--- config.mk ---
export PLATFORM = sky130hd
export DESIGN_NAME = keypad_scan_ctrl
export DESIGN_NICKNAME = d
export VERILOG_FILES = /design/src/rtl/keypad_scan_ctrl_pkg.sv /design/src/rtl/keypad_scan_ctrl_keypad.sv /design/src/rtl/keypad_scan_ctrl.sv
export SDC_FILE = /design/constraint.sdc
export NUM_CORES = 1
export LEC_CHECK = 0
export BUFFER_PORTS_ARGS = -buffer_cell sky130_fd_sc_hd__clkbuf_2
export CAP_MARGIN = 40
export CELL_PAD_IN_SITES_DETAIL_PLACEMENT = 1
export CELL_PAD_IN_SITES_GLOBAL_PLACEMENT = 1
export CORE_UTILIZATION = 35
export DETAILED_ROUTE_END_ITERATION = 6
export PLACE_DENSITY = 0.62
export SETUP_SLACK_MARGIN = 0.15
export SLEW_MARGIN = 10
export SYNTH_ARGS = -nofsm -noshare
export SYNTH_HDL_FRONTEND = slang
export SYNTH_SLANG_ARGS = --single-unit
--- constraint.sdc ---
create_clock -name clk -period 6.75 [get_ports clk]
set_input_delay 1.0125 -clock clk [delete_from_list [all_inputs] [get_ports clk]]
set_output_delay 1.0125 -clock clk [all_outputs]
set_load 0.03 [all_outputs]
--- src/rtl/keypad_scan_ctrl_pkg.sv ---
// Shared definitions for the keypad scan controller.
//   scan_state_t : controller FSM states
//   COL_*        : one-hot column strobe values (bit2=a, bit1=b, bit0=c)
//   ROW_*        : row bit indices into the row bus (bit3=d .. bit0=g)
//   ROW_*_BIT    : one-hot row patterns derived from the indices
//   next_col()   : column rotation a -> b -> c -> a
package keypad_scan_ctrl_pkg;

  typedef enum logic [1:0] {
    SCAN     = 2'd0,
    DEBOUNCE = 2'd1,
    RELEASE  = 2'd2
  } scan_state_t;

  localparam logic [2:0] COL_A = 3'b100;
  localparam logic [2:0] COL_B = 3'b010;
  localparam logic [2:0] COL_C = 3'b001;

  localparam int ROW_D = 3;
  localparam int ROW_E = 2;
  localparam int ROW_F = 1;
  localparam int ROW_G = 0;

  localparam logic [3:0] ROW_D_BIT = 4'b0001 << ROW_D;
  localparam logic [3:0] ROW_E_BIT = 4'b0001 << ROW_E;
  localparam logic [3:0] ROW_F_BIT = 4'b0001 << ROW_F;
  localparam logic [3:0] ROW_G_BIT = 4'b0001 << ROW_G;

  function automatic logic [2:0] next_col(input logic [2:0] col);
    case (col)
      COL_A:   next_col = COL_B;
      COL_B:   next_col = COL_C;
      default: next_col = COL_A;
    endcase
  endfunction

endpackage

--- src/rtl/keypad_scan_ctrl_keypad.sv ---
// Combinational phone keypad encoder.
//   a, b, c    : column lines (one-hot when a single column is strobed)
//   d, e, f, g : row lines
//   valid      : exactly one legal key position is active
//   number     : decoded digit 0-9 (0 when not valid)
// The * (a/g) and # (c/g) positions and every multi-line pattern decode
// as not valid.
module keypad
  import keypad_scan_ctrl_pkg::*;
(
  input  logic       a,
  input  logic       b,
  input  logic       c,
  input  logic       d,
  input  logic       e,
  input  logic       f,
  input  logic       g,
  output logic       valid,
  output logic [3:0] number
);

  logic [6:0] key;

  assign key = {a, b, c, d, e, f, g};

  always_comb begin
    valid  = 1'b1;
    number = 4'd0;
    case (key)
      {COL_A, ROW_D_BIT}: number = 4'd1;
      {COL_B, ROW_D_BIT}: number = 4'd2;
      {COL_C, ROW_D_BIT}: number = 4'd3;
      {COL_A, ROW_E_BIT}: number = 4'd4;
      {COL_B, ROW_E_BIT}: number = 4'd5;
      {COL_C, ROW_E_BIT}: number = 4'd6;
      {COL_A, ROW_F_BIT}: number = 4'd7;
      {COL_B, ROW_F_BIT}: number = 4'd8;
      {COL_C, ROW_F_BIT}: number = 4'd9;
      {COL_B, ROW_G_BIT}: number = 4'd0;
      default:            valid  = 1'b0;
    endcase
  end

endmodule

--- src/rtl/keypad_scan_ctrl.sv ---
// Keypad scan controller: strobes the 3 columns in turn, samples the
// synchronized rows, debounces a single legal press, waits for release,
// and hands one digit per press to the consumer through a one-entry
// valid/ready holding register.
//   clk, reset : clock, async active-high reset
//   cols       : one-hot column strobe (bit2=a, bit1=b, bit0=c)
//   rows       : raw asynchronous row lines (bit3=d .. bit0=g)
//   key_code   : digit held in the holding register
//   key_valid  : holding register full
//   key_ready  : consumer accept
//   overrun    : sticky, a confirmed press was dropped (register full)
//
// state    | meaning
// SCAN     | drive each column SCAN_DIV cycles, look for a key on the last one
// DEBOUNCE | cols frozen, need DEBOUNCE_CYC consecutive samples equal to candidate
// RELEASE  | cols frozen, need DEBOUNCE_CYC consecutive all-zero samples
module keypad_scan_ctrl
  import keypad_scan_ctrl_pkg::*;
#(
  parameter int SCAN_DIV     = 4,
  parameter int DEBOUNCE_CYC = 8
) (
  input  logic       clk,
  input  logic       reset,
  output logic [2:0] cols,
  input  logic [3:0] rows,
  output logic [3:0] key_code,
  output logic       key_valid,
  input  logic       key_ready,
  output logic       overrun
);

  localparam int SW = (SCAN_DIV > 1) ? $clog2(SCAN_DIV) : 1;
  localparam int DW = (DEBOUNCE_CYC > 1) ? $clog2(DEBOUNCE_CYC) : 1;
  localparam logic [SW-1:0] SCAN_LAST = SW'(SCAN_DIV - 1);
  localparam logic [DW-1:0] DEB_LAST  = DW'(DEBOUNCE_CYC - 1);

  logic [3:0]    rows_m, rows_s;
  scan_state_t   state, state_nxt;
  logic [2:0]    cols_nxt;
  logic [SW-1:0] scan_cnt, scan_cnt_nxt;
  logic [DW-1:0] deb_cnt, deb_cnt_nxt;
  logic [3:0]    cand_rows, cand_rows_nxt;
  logic [3:0]    enc_rows;
  logic          enc_valid;
  logic [3:0]    enc_number;
  logic          key_seen;
  logic          confirm;

  // While scanning the encoder judges the live sample; afterwards it
  // decodes the latched candidate so the confirmed digit is stable.
  assign enc_rows = (state == SCAN) ? rows_s : cand_rows;

  keypad u_keypad (
    .a      (cols[2]),
    .b      (cols[1]),
    .c      (cols[0]),
    .d      (enc_rows[3]),
    .e      (enc_rows[2]),
    .f      (enc_rows[1]),
    .g      (enc_rows[0]),
    .valid  (enc_valid),
    .number (enc_number)
  );

  assign key_seen = $onehot(rows_s) && enc_valid;

  always_ff @(posedge clk or posedge reset) begin
    if (reset) begin
      rows_m <= '0;
      rows_s <= '0;
    end else begin
      rows_m <= rows;
      rows_s <= rows_m;
    end
  end

  always_ff @(posedge clk or posedge reset) begin
    if (reset) begin
      state     <= SCAN;
      cols      <= COL_A;
      scan_cnt  <= '0;
      deb_cnt   <= '0;
      cand_rows <= '0;
    end else begin
      state     <= state_nxt;
      cols      <= cols_nxt;
      scan_cnt  <= scan_cnt_nxt;
      deb_cnt   <= deb_cnt_nxt;
      cand_rows <= cand_rows_nxt;
    end
  end

  always_comb begin
    state_nxt     = state;
    cols_nxt      = cols;
    scan_cnt_nxt  = scan_cnt;
    deb_cnt_nxt   = deb_cnt;
    cand_rows_nxt = cand_rows;
    confirm       = 1'b0;
    case (state)
      SCAN: begin
        if (scan_cnt == SCAN_LAST) begin
          scan_cnt_nxt = '0;
          if (key_seen) begin
            cand_rows_nxt = rows_s;
            deb_cnt_nxt   = '0;
            state_nxt     = DEBOUNCE;
          end else begin
            cols_nxt = next_col(cols);
          end
        end else begin
          scan_cnt_nxt = scan_cnt + 1'b1;
        end
      end
      DEBOUNCE: begin
        if (rows_s != cand_rows) begin
          state_nxt    = SCAN;
          cols_nxt     = next_col(cols);
          scan_cnt_nxt = '0;
          deb_cnt_nxt  = '0;
        end else if (deb_cnt == DEB_LAST) begin
          confirm     = 1'b1;
          state_nxt   = RELEASE;
          deb_cnt_nxt = '0;
        end else begin
          deb_cnt_nxt = deb_cnt + 1'b1;
        end
      end
      RELEASE: begin
        if (rows_s != 4'b0000) begin
          deb_cnt_nxt = '0;
        end else if (deb_cnt == DEB_LAST) begin
          state_nxt    = SCAN;
          cols_nxt     = COL_A;
          scan_cnt_nxt = '0;
          deb_cnt_nxt  = '0;
        end else begin
          deb_cnt_nxt = deb_cnt + 1'b1;
        end
      end
      default: begin
        state_nxt    = SCAN;
        cols_nxt     = COL_A;
        scan_cnt_nxt = '0;
        deb_cnt_nxt  = '0;
      end
    endcase
  end

  // A confirm may load in the same cycle the consumer empties the register.
  always_ff @(posedge clk or posedge reset) begin
    if (reset) begin
      key_code  <= 4'd0;
      key_valid <= 1'b0;
      overrun   <= 1'b0;
    end else if (confirm && (!key_valid || key_ready)) begin
      key_code  <= enc_number;
      key_valid <= 1'b1;
    end else begin
      if (confirm) begin
        overrun <= 1'b1;
      end
      if (key_valid && key_ready) begin
        key_valid <= 1'b0;
      end
    end
  end

endmodule

# Word-level counts from Yosys, hierarchy flattened
# Index checks and enable logic that the tools add are counted.
[word_totals] reg_bits=28 output_inout_bits=9
[classes] n_addsub=5 reduce_logical=15 n_mux=31 n_bitwise=1 n_eq_ne=25
[ops] op="$pmux 4 s9" count=1
[ops] op="$mux 3" count=10
[ops] op="$eq 7x6->1 const B" count=4
[ops] op="$eq 7x5->1 const B" count=3
[ops] op="$eq 7x7->1 const B" count=3
[ops] op="$pmux 3 s3" count=2
[ops] op="$mux 2" count=8
[ops] op="$pmux 2 s3" count=2
[ops] op="$ne 2x2->1 const B" count=5
[ops] op="$reduce_and 5->1" count=2
[ops] op="$reduce_or 10->1" count=1
[ops] op="$eq 3x3->1 const B" count=2
[ops] op="$mux 1" count=6
[ops] op="$pmux 3 s2" count=1
[ops] op="$reduce_and 3->1" count=2
[ops] op="$add 1x1->2" count=2
[ops] op="$eq 2x2->1 const B" count=2
[ops] op="$mux 4" count=1
[ops] op="$ne 4x4->1" count=1
[ops] op="$reduce_and 2->1" count=2
[ops] op="$reduce_bool 4->1" count=1
[ops] op="$add 2x2->3" count=1
[ops] op="$add 3x1->3 const B" count=1
[ops] op="$eq 3x1->1 const B" count=1
[ops] op="11 further kinds" count=13

# Logic depth before layout (Yosys ltp)
# Gate-level depths: netlist of the first run.
[depth] ltp_word=9 ltp_mapped=9 depth_no_buf=9

# Hierarchy
# From an unflattened synthesis of the first run, not the netlist that was laid out.
[hier_totals] hier_cells=143 hier_area_um2=1582.8
[modules_own_cells] mod="keypad_scan_ctrl" seq_area_each_um2=701.9 instances=1 area_each_um2=1380.1 cells_per_inst=112
[modules_own_cells] mod="keypad" seq_area_each_um2=0.0 instances=1 area_each_um2=202.7 cells_per_inst=31

# Least setup slack after synthesis of the first run
# No wires, ideal clock.
[synth_timing] path_type="reg-to-reg" startpoint="register rows_s[0]" endpoint="register cand_rows[0]" path_stages_with_launch=10 setup_time_ns=0.125 slack_ns=4.086 period_less_slack_ns=2.664 required_time_ns=6.625 arrival_time_ns=2.539 path_buffers=0 path_cell_list="dfrtp_1 inv_1 fa_1 inv_1 ha_1 ha_1 nor3b_1 nand2_1 or3b_4 mux2_4"
[synth_between] elab_chain_len=6
[synth_rtl] item="start: declaration" line_no="keypad_scan_ctrl.sv:38" source="logic [3:0] rows_m, rows_s;"
[synth_rtl] item="start signal: assignment" line_no="keypad_scan_ctrl.sv:74" source="rows_s <= rows_m;"
[synth_rtl] item="$mux 4" line_no="keypad_scan_ctrl.sv:52" source="assign enc_rows = (state == SCAN) ? rows_s : cand_rows;"
[synth_rtl] item="$eq 7x6->1, or another cell as far along" line_no="keypad_scan_ctrl_keypad.sv:29" source="case (key)"
[synth_rtl] item="$reduce_or 10->1 (no source line)"
[synth_rtl] item="$mux 1" line_no="keypad_scan_ctrl_keypad.sv:29"
[synth_rtl] item="$logic_and 1x1->1" line_no="keypad_scan_ctrl.sv:66" source="assign key_seen = $onehot(rows_s) && enc_valid;"
[synth_rtl] item="$reduce_and 3->1 (no source line)"
[synth_rtl] item="end signal: assignment" line_no="keypad_scan_ctrl.sv:90" source="cand_rows <= cand_rows_nxt;"
[synth_rtl] item="end: declaration" line_no="keypad_scan_ctrl.sv:43" source="logic [3:0] cand_rows, cand_rows_nxt;"
# Several ways; a longest one is shown, not always the timed one.
# A chain may end at the register's enable or synchronous reset.

# Worst setup path after layout of the first run
[layout_timing] startpoint="register state[0]" endpoint="register cand_rows[0]"
[layout_between] elab_chain_len=7
[layout_rtl] item="start: declaration" line_no="keypad_scan_ctrl.sv:39" source="scan_state_t state, state_nxt;"
[layout_rtl] item="start signal: assignment" line_no="keypad_scan_ctrl.sv:86" source="state <= state_nxt;"
[layout_rtl] item="$logic_not 2->1 *" line_no="keypad_scan_ctrl.sv:52, keypad_scan_ctrl.sv:101"
[layout_rtl] item="$mux 4" line_no="keypad_scan_ctrl.sv:52"
[layout_rtl] item="$eq 7x6->1, or another cell as far along" line_no="keypad_scan_ctrl_keypad.sv:29"
[layout_rtl] item="$reduce_or 10->1 (no source line)"
[layout_rtl] item="$mux 1" line_no="keypad_scan_ctrl_keypad.sv:29"
[layout_rtl] item="$logic_and 1x1->1" line_no="keypad_scan_ctrl.sv:66"
[layout_rtl] item="$reduce_and 3->1 (no source line) *"
# Mark *: on every way between the ends. The rest lies on a longest branch, timed or not.

==> run_results.csv, run 1 <==
group,metric,value,unit
floorplanning,die_y,69.81,um
setup_path,crit_arrival,3.38,ns
placement,hpwl,2.674,mm
yosys,mappedNetlistNets,171,
final_layout,final_layout_size_suffix_gt1_share,19.88,%
timing,hold_ws,0.3589,ns
setup_path,cp-start-kind,"flip-flop",
grt,grt_pass1_wl,5.851,mm
final_layout,finalNonFillerCells,218,
yosys,ys_ff_latch,28,
timing,fin_crit_sh,47.47,%
yosys,synth_cells,154,
pwr,power,604.5,uW
detailed_routing,wl,3.307,mm
run_status,status,"complete, no violations",
timing,timing.final.crit_period,3.204,ns
flow_run,maxCapViolCount,0,
timing,setup_violations,0,
clocking,numCtsBuffers,3,
detailed_routing,route.vias.total,1139,
setup_path,crit_fanout,21,
grt,grt_pass1_vias,1206,
final_layout,nNetsFinal,184,
timing,tns,0,ns
yosys,async_reset_ff_share,100.0,%
final_layout,layout_common_cells,"dfrtp_1 (27), nor2_1 (17), clkbuf_2 (15)",
detailed_routing,via_per_inst,5.225,
floorplanning,pin_count,16,
final_layout,fillers,505,
grt,antenna_found_initial,0,
clocking,cts_resized,0,
yosys,ys_seq_area_share,43.62,%
timing,fin_worst_skew,0.005552,ns
floorplanning,core,4384,sq um
hold_path,hold_class,"flip-flop to flip-flop",
setup_path,crit_path_end_kind,"flip-flop",
final_layout,seq_area,701.9,sq um
placement,portBuffers,15,
timing,finalWorstSetupSlack,3.546,ns
final_layout,area_growth,11.74,%
detailed_routing,wl_per_cell,15.17,um
detailed_routing,drc_errors,0,
timing,tightest_slew,0.6645,ns
yosys,ys_types,42,
floorplanning,fp-row-count,24,
clocking,cts_tree,"built",
yosys,synth_area,1609,sq um
timing,max_freq,312.1,MHz
grt,grt_usage,15.07,%
detailed_routing,firstDrtPassIters,4,
floorplanning,chipWidth,69.81,um
final_layout,final_common_cell,"dfrtp_1",
clocking,clk_pin_slew,0.10,ns
detailed_routing,ant_nets,0,
setup_path,worstPathRequired,6.92,ns
timing,final_hold_viol_count,0,
timing,maxSlewViolCount,0,
grt,overflow,0,
yosys,yosys_warnings,0,
placement,placedCellCount,214,
clocking,cts-root-buf,"clkbuf_8",
yosys,post_synth.cell_area_avg,10.45,sq um
final_layout,multi_input_area,815.8,sq um
pwr,power_leakage,0.0008781,uW
yosys,synth_edf_count,0,
setup_path,criticalPathCategory,"flip-flop to flip-flop",
clocking,holdBufCountCts,0,
placement,gp_congestion,0.7990,
timing,slew_headroom,55.70,%
grt,grt_max_degree,22,
clocking,post_cts_buffers,0,
clocking,cts_num_sinks,28,
placement,place_ws,3.512,ns
final_layout,n_antenna_cell,0,
clocking,clock_path_buffers,2,
clocking,htreeDepth,1,
clocking,clock_latency,0.28,ns
floorplanning,initial_utilization,36.70,%
floorplanning,die-area,4873,sq um
detailed_routing,drt_iter0_drc,29,
pwr,pwr_density_cell,336.2,nW/um^2
pwr,irDropWorstVdd,0.1082,mV
timing,rsz0062_at_grt,"no",
yosys,synthFlopType,"dfrtp_1",
-- critical path: stages (launching register included) --
cell,delay (ns)
dfrtp_1,0.42
inv_1,0.10
ha_1,0.59
nor3b_1,0.42
o22ai_1,0.21
nor3_1,0.44
nor4_4,0.14
or3b_4,0.47
mux2_4,0.31
-- path summary, 6_finish.rpt --
kind / start / end / slack (ns) / depth (start not counted)
min reg2reg: rows_m[1]$_DFF_PP0_ / rows_s[1]$_DFF_PP0_ / 0.36 / 0
max: state[0]$_DFFE_PP0P_ / cand_rows[0]$_DFFE_PP0P_ / 3.55 / 8
min in group asynchronous: reset / rows_s[3]$_DFF_PP0_ / 0.75 / 2
min: rows_m[1]$_DFF_PP0_ / rows_s[1]$_DFF_PP0_ / 0.36 / 0
max in group asynchronous: reset / key_code[2]$_DFFE_PP0P_ / 5.53 / 3
max reg2reg: state[0]$_DFFE_PP0P_ / cand_rows[0]$_DFFE_PP0P_ / 3.55 / 8
-- sequential cells by signal, indices dropped and copies added (netlist names) --
register	flops
cand_rows	4
key_code	4
rows_m	4
rows_s	4
cols	3
deb_cnt	3
scan_cnt	2
state	2
key_valid	1
overrun	1
-- cell type report --
class	count	share of cell area, %
clock inverters	1	1.670
flip-flops and latches	28	39.04
well taps	52	3.619
repair buffers	16	5.706
multi-input cells	107	45.37
clock buffers	3	2.296
inverters	11	2.296
-- power breakdown --
group	internal (uW)	leakage (uW)	switching [uW]
clock network	79.5	0.0000357	52.8
logic	102	0.000479	141
registers	195	0.000363	33.8
-- Yosys cell counts, drive strengths merged (2+ instances only) --
cell,count,area [sq um]
a21oi,4,20.02
a31oi,3,18.77
and3,2,12.51
and3b,3,26.28
buf,4,33.78
clkbuf,4,16.26
dfrtp,27,675.7
ha,9,112.6
inv,11,41.29
mux2,7,93.84
nand2,11,41.29
nand2b,3,18.77
nor2,17,63.81
nor3,4,20.02
nor3b,8,60.06
o211ai,3,22.52
o21a,3,25.03
o21ai,5,25.02
o22ai,4,25.02
xnor2,3,26.28
xor2,4,35.03
-- through the flow --
step           instance area (sq um)  utilization [%]
5_1_grt                         1798            41.01
4_1_cts                         1798            41.01
2_1_floorplan                   1609                -
3_3_place_gp                    1699            38.76
3_5_place_dp                    1727            39.38
6_report                        1798            41.01
-- layer usage --
layer	vias up	share of wire [%]	GRT usage [%]
met4	0	1.3	4.667
met2	15	51	25.32
met5	-	0	0
met3	4	2.1	2.180
li1	557	-	-
met1	563	45	20.00
-- cells by family (layout without fill, tap and decap cells) --
kind of cell	Yosys count	after routing	share of synthesized area [%]
simple gates	54	54	19.21
xor+xnor	7	7	3.810
mux	7	7	5.832
compound gates	29	29	13.61
fa+ha+maj	10	10	8.243
buf+inv	19	31	5.676
flops	28	28	43.62
No activity file was read; power rests on OpenSTA's default activity.
==> run 2, diff against run 1 <==
- ABC_AREA: unset -> 1
- PLACE_DENSITY: 0.62 -> 0.64
- clock period: 6.75 -> 3.1 ns (I/O delays scaled with it)
==> run 2 against run 1 <==
  * The flow now finishes with violations (DRC)
  * Routed wire length is 10% higher
  * Combinational power grew 120%
  * Non-clock buffer count rose by 1
  * Hold slack lost 0.15 ns
  * Count of clock-buffer cells in the layout stayed put
  * Register-to-register slack got worse by 3.1 ns
  * Sequential share of layout area is 1.0 points lower
  * Die area up 2.1%
  * Global-route usage increased by 1.8 points
  * Clock power rose by 120%
  * Area after synthesis grew 2.2%
  * Flip-flop and latch count unchanged
  * Critical path type unchanged
==> run_results.csv, run 2 <==
group,metric,value,unit
run_status,status,"finished, violations left",
run_status,violations,"DRC",
pwr,power_leakage,0.0009999,uW
clocking,clock_latency,0.28,ns
setup_path,crit_path_end_kind,"flip-flop",
yosys,async_reset_ff_share,100.0,%
yosys,ys_seq_area_share,42.69,%
clocking,post_cts_buffers,0,
grt,grt_usage,16.86,%
detailed_routing,wl,3.641,mm
setup_path,rr_endpoint,"state[0]$_DFFE_PP0P_",
setup_path,rr_worst_depth,11,
final_layout,final_layout_size_suffix_gt1_share,19.44,%
final_layout,seq_area,701.9,sq um
setup_path,cp-start-kind,"flip-flop",
yosys,yosys_warnings,0,
detailed_routing,route.vias.total,1304,
yosys,synth.top_cell.area_share,41.10,%
floorplanning,initial_utilization,36.99,%
timing,final_hold_viol_count,0,
timing,fin_crit_sh,84.34,%
yosys,mappedNetlistNets,217,
clocking,holdBufCountCts,0,
placement,gp_congestion,0.7754,
final_layout,area_growth,12.25,%
grt,grt_pass1_vias,1404,
yosys,post_synth.cell_area_avg,8.220,sq um
setup_path,reg2reg_from,"rows_s[1]$_DFF_PP0_",
clocking,cts_num_sinks,28,
floorplanning,fp-row-count,24,
floorplanning,chipWidth,70.54,um
detailed_routing,drt_iter0_drc,29,
timing,maxSlewViolCount,0,
final_layout,nNetsFinal,234,
final_layout,fillers,552,
setup_path,crit_fanout,5,
clocking,cts-root-buf,"clkbuf_8",
flow_run,maxCapViolCount,0,
final_layout,multi_input_area,789.5,sq um
placement,dpl_cell_area,1774,sq um
detailed_routing,ant_nets,0,
yosys,synth_area_leaders,"dfrtp_1 (41%), nand2_1 (12%), ha_1 (6.8%)",
timing,timing.final.crit_period,2.614,ns
grt,grt_max_degree,18,
detailed_routing,wl_per_cell,13.59,um
setup_path,criticalPathCategory,"flip-flop to flip-flop",
clocking,cts_resized,0,
timing,slew_headroom,61.38,%
grt,overflow,0,
placement,portBuffers,15,
grt,grt_pass1_wl,6.610,mm
timing,rsz0062_at_grt,"no",
yosys,synth_edf_count,0,
yosys,ys_types,32,
final_layout,finish.instance_area,1846,sq um
timing,tns,0,ns
timing,tightest_slew,0.5787,ns
final_layout,final_common_cell,"nand2_1",
detailed_routing,drc_errors,2,
setup_path,crit_arrival,2.79,ns
clocking,clock_path_buffers,2,
timing,setup_violations,0,
detailed_routing,via_per_inst,4.866,
timing,fin_worst_skew,0.01205,ns
setup_path,r2r_slack,0.49,ns
clocking,cts_tree,"built",
yosys,synth_most_common_cell,"nand2_1",
yosys,yosys-top-cells-count,"nand2_1 (54), dfrtp_1 (27), inv_1 (27)",
yosys,synth_top_cell_by_area,"dfrtp_1",
clocking,htreeDepth,1,
timing,max_freq,382.5,MHz
setup_path,worstPathRequired,3.27,ns
floorplanning,pin_count,16,
pwr,pwr_density_cell,706.4,nW/um^2
final_layout,layout_common_cells,"nand2_1 (54), inv_1 (27), dfrtp_1 (27)",
floorplanning,die-area,4975,sq um
floorplanning,die_y,70.54,um
setup_path,critPathLaunch,"rows_s[1]$_DFF_PP0_",
yosys,ys_ff_latch,28,
grt,antenna_found_initial,0,
timing,finalWorstSetupSlack,0.4856,ns
timing,hold_ws,0.2044,ns
hold_path,hold_class,"input pin to asynchronous set/reset pin",
yosys,synth_area,1644,sq um
pwr,irDropWorstVdd,0.2531,mV
placement,hpwl,2.979,mm
final_layout,n_antenna_cell,0,
clocking,numCtsBuffers,3,
floorplanning,core,4444,sq um
yosys,synth_cells,200,
placement,place_ws,0.4791,ns
yosys,synthFlopType,"dfrtp_1",
clocking,clk_pin_slew,0.11,ns
detailed_routing,firstDrtPassIters,6,
[run 2: cell types whose count changed in the layout (fill, tap and decap cells not counted), sizes merged, moves of 4 or more]
cell	delta
nand2	+51
inv	+17
nand3	+14
o21ai	+10
mux2	-7
nor3b	-7
nor2	+4
o22ai	-4
[run 2: worst max-delay path by stage]
stage / endpoint / depth (start not counted)
floorplan: state[0]$_DFFE_PP0P_ / 11
global placement: state[1]$_DFFE_PP0P_ / 11
detailed placement: state[0]$_DFFE_PP0P_ / 11
CTS: state[0]$_DFFE_PP0P_ / 11
global route: state[0]$_DFFE_PP0P_ / 11
finish: state[0]$_DFFE_PP0P_ / 11
[run 2: area by class of cell]
cell class                      instances  share of cell area, %
Multi-Input combinational cell        139                  42.78
Sequential cell                        28                  38.03
Timing Repair Buffer                   17                  5.966
Inverter                               28                  5.830
Tap cell                               52                  3.525
Clock buffer                            3                  2.237
Clock inverter                          1                  1.627
[run 2: routing by layer]
metal | global-route usage, % | wire, um | vias to the layer above
met1 | 20.89 | 1662 | 642
met3 | 2.137 | 38 | 2
li1 | - | - | 657
met2 | 31.28 | 1920 | 3
met5 | 0 | 0 | -
met4 | 4.000 | 19 | 0
[run 2: where the power goes]
| group | internal (uW) | switching, uW | total (uW) |
|---|---|---|---|
| sequential | 425 | 47.4 | 473 |
| combinational | 173 | 365 | 539 |
| clock | 173 | 119 | 292 |
[run 2: metrics by stage]
step / utilization [%] / instances / total power, uW
after floorplan: - / 200 / 928.0
after global placement: 39.30 / 263 / 1003
after detailed placement: 39.92 / 264 / 1028
after CTS: 41.53 / 268 / 1325
after global routing: 41.53 / 268 / 1421
final: 41.53 / 268 / 1304
[run 2: cells by family (layout without fill, tap and decap cells)]
kind of cell	count (synthesis)	in the layout	synth area share, %
AO/OA/AOI/OAI	23	23	7.687
XOR/XNOR	1	1	0.5328
adder cells (fa/ha/maj)	10	10	8.067
buffers and inverters	33	49	9.285
flip-flops	28	28	42.69
AND/OR/NAND/NOR	105	105	31.74
[run 2: worst max-delay path: stages (launching register included)]
cell     delay [ns]
dfrtp_1        0.41
inv_1          0.11
fa_1           0.52
inv_1          0.05
ha_1           0.18
ha_1           0.27
nor3b_1        0.46
nand3_2        0.19
nand2_2        0.13
nand2_1        0.08
nand2_1        0.06
nand2_1        0.04
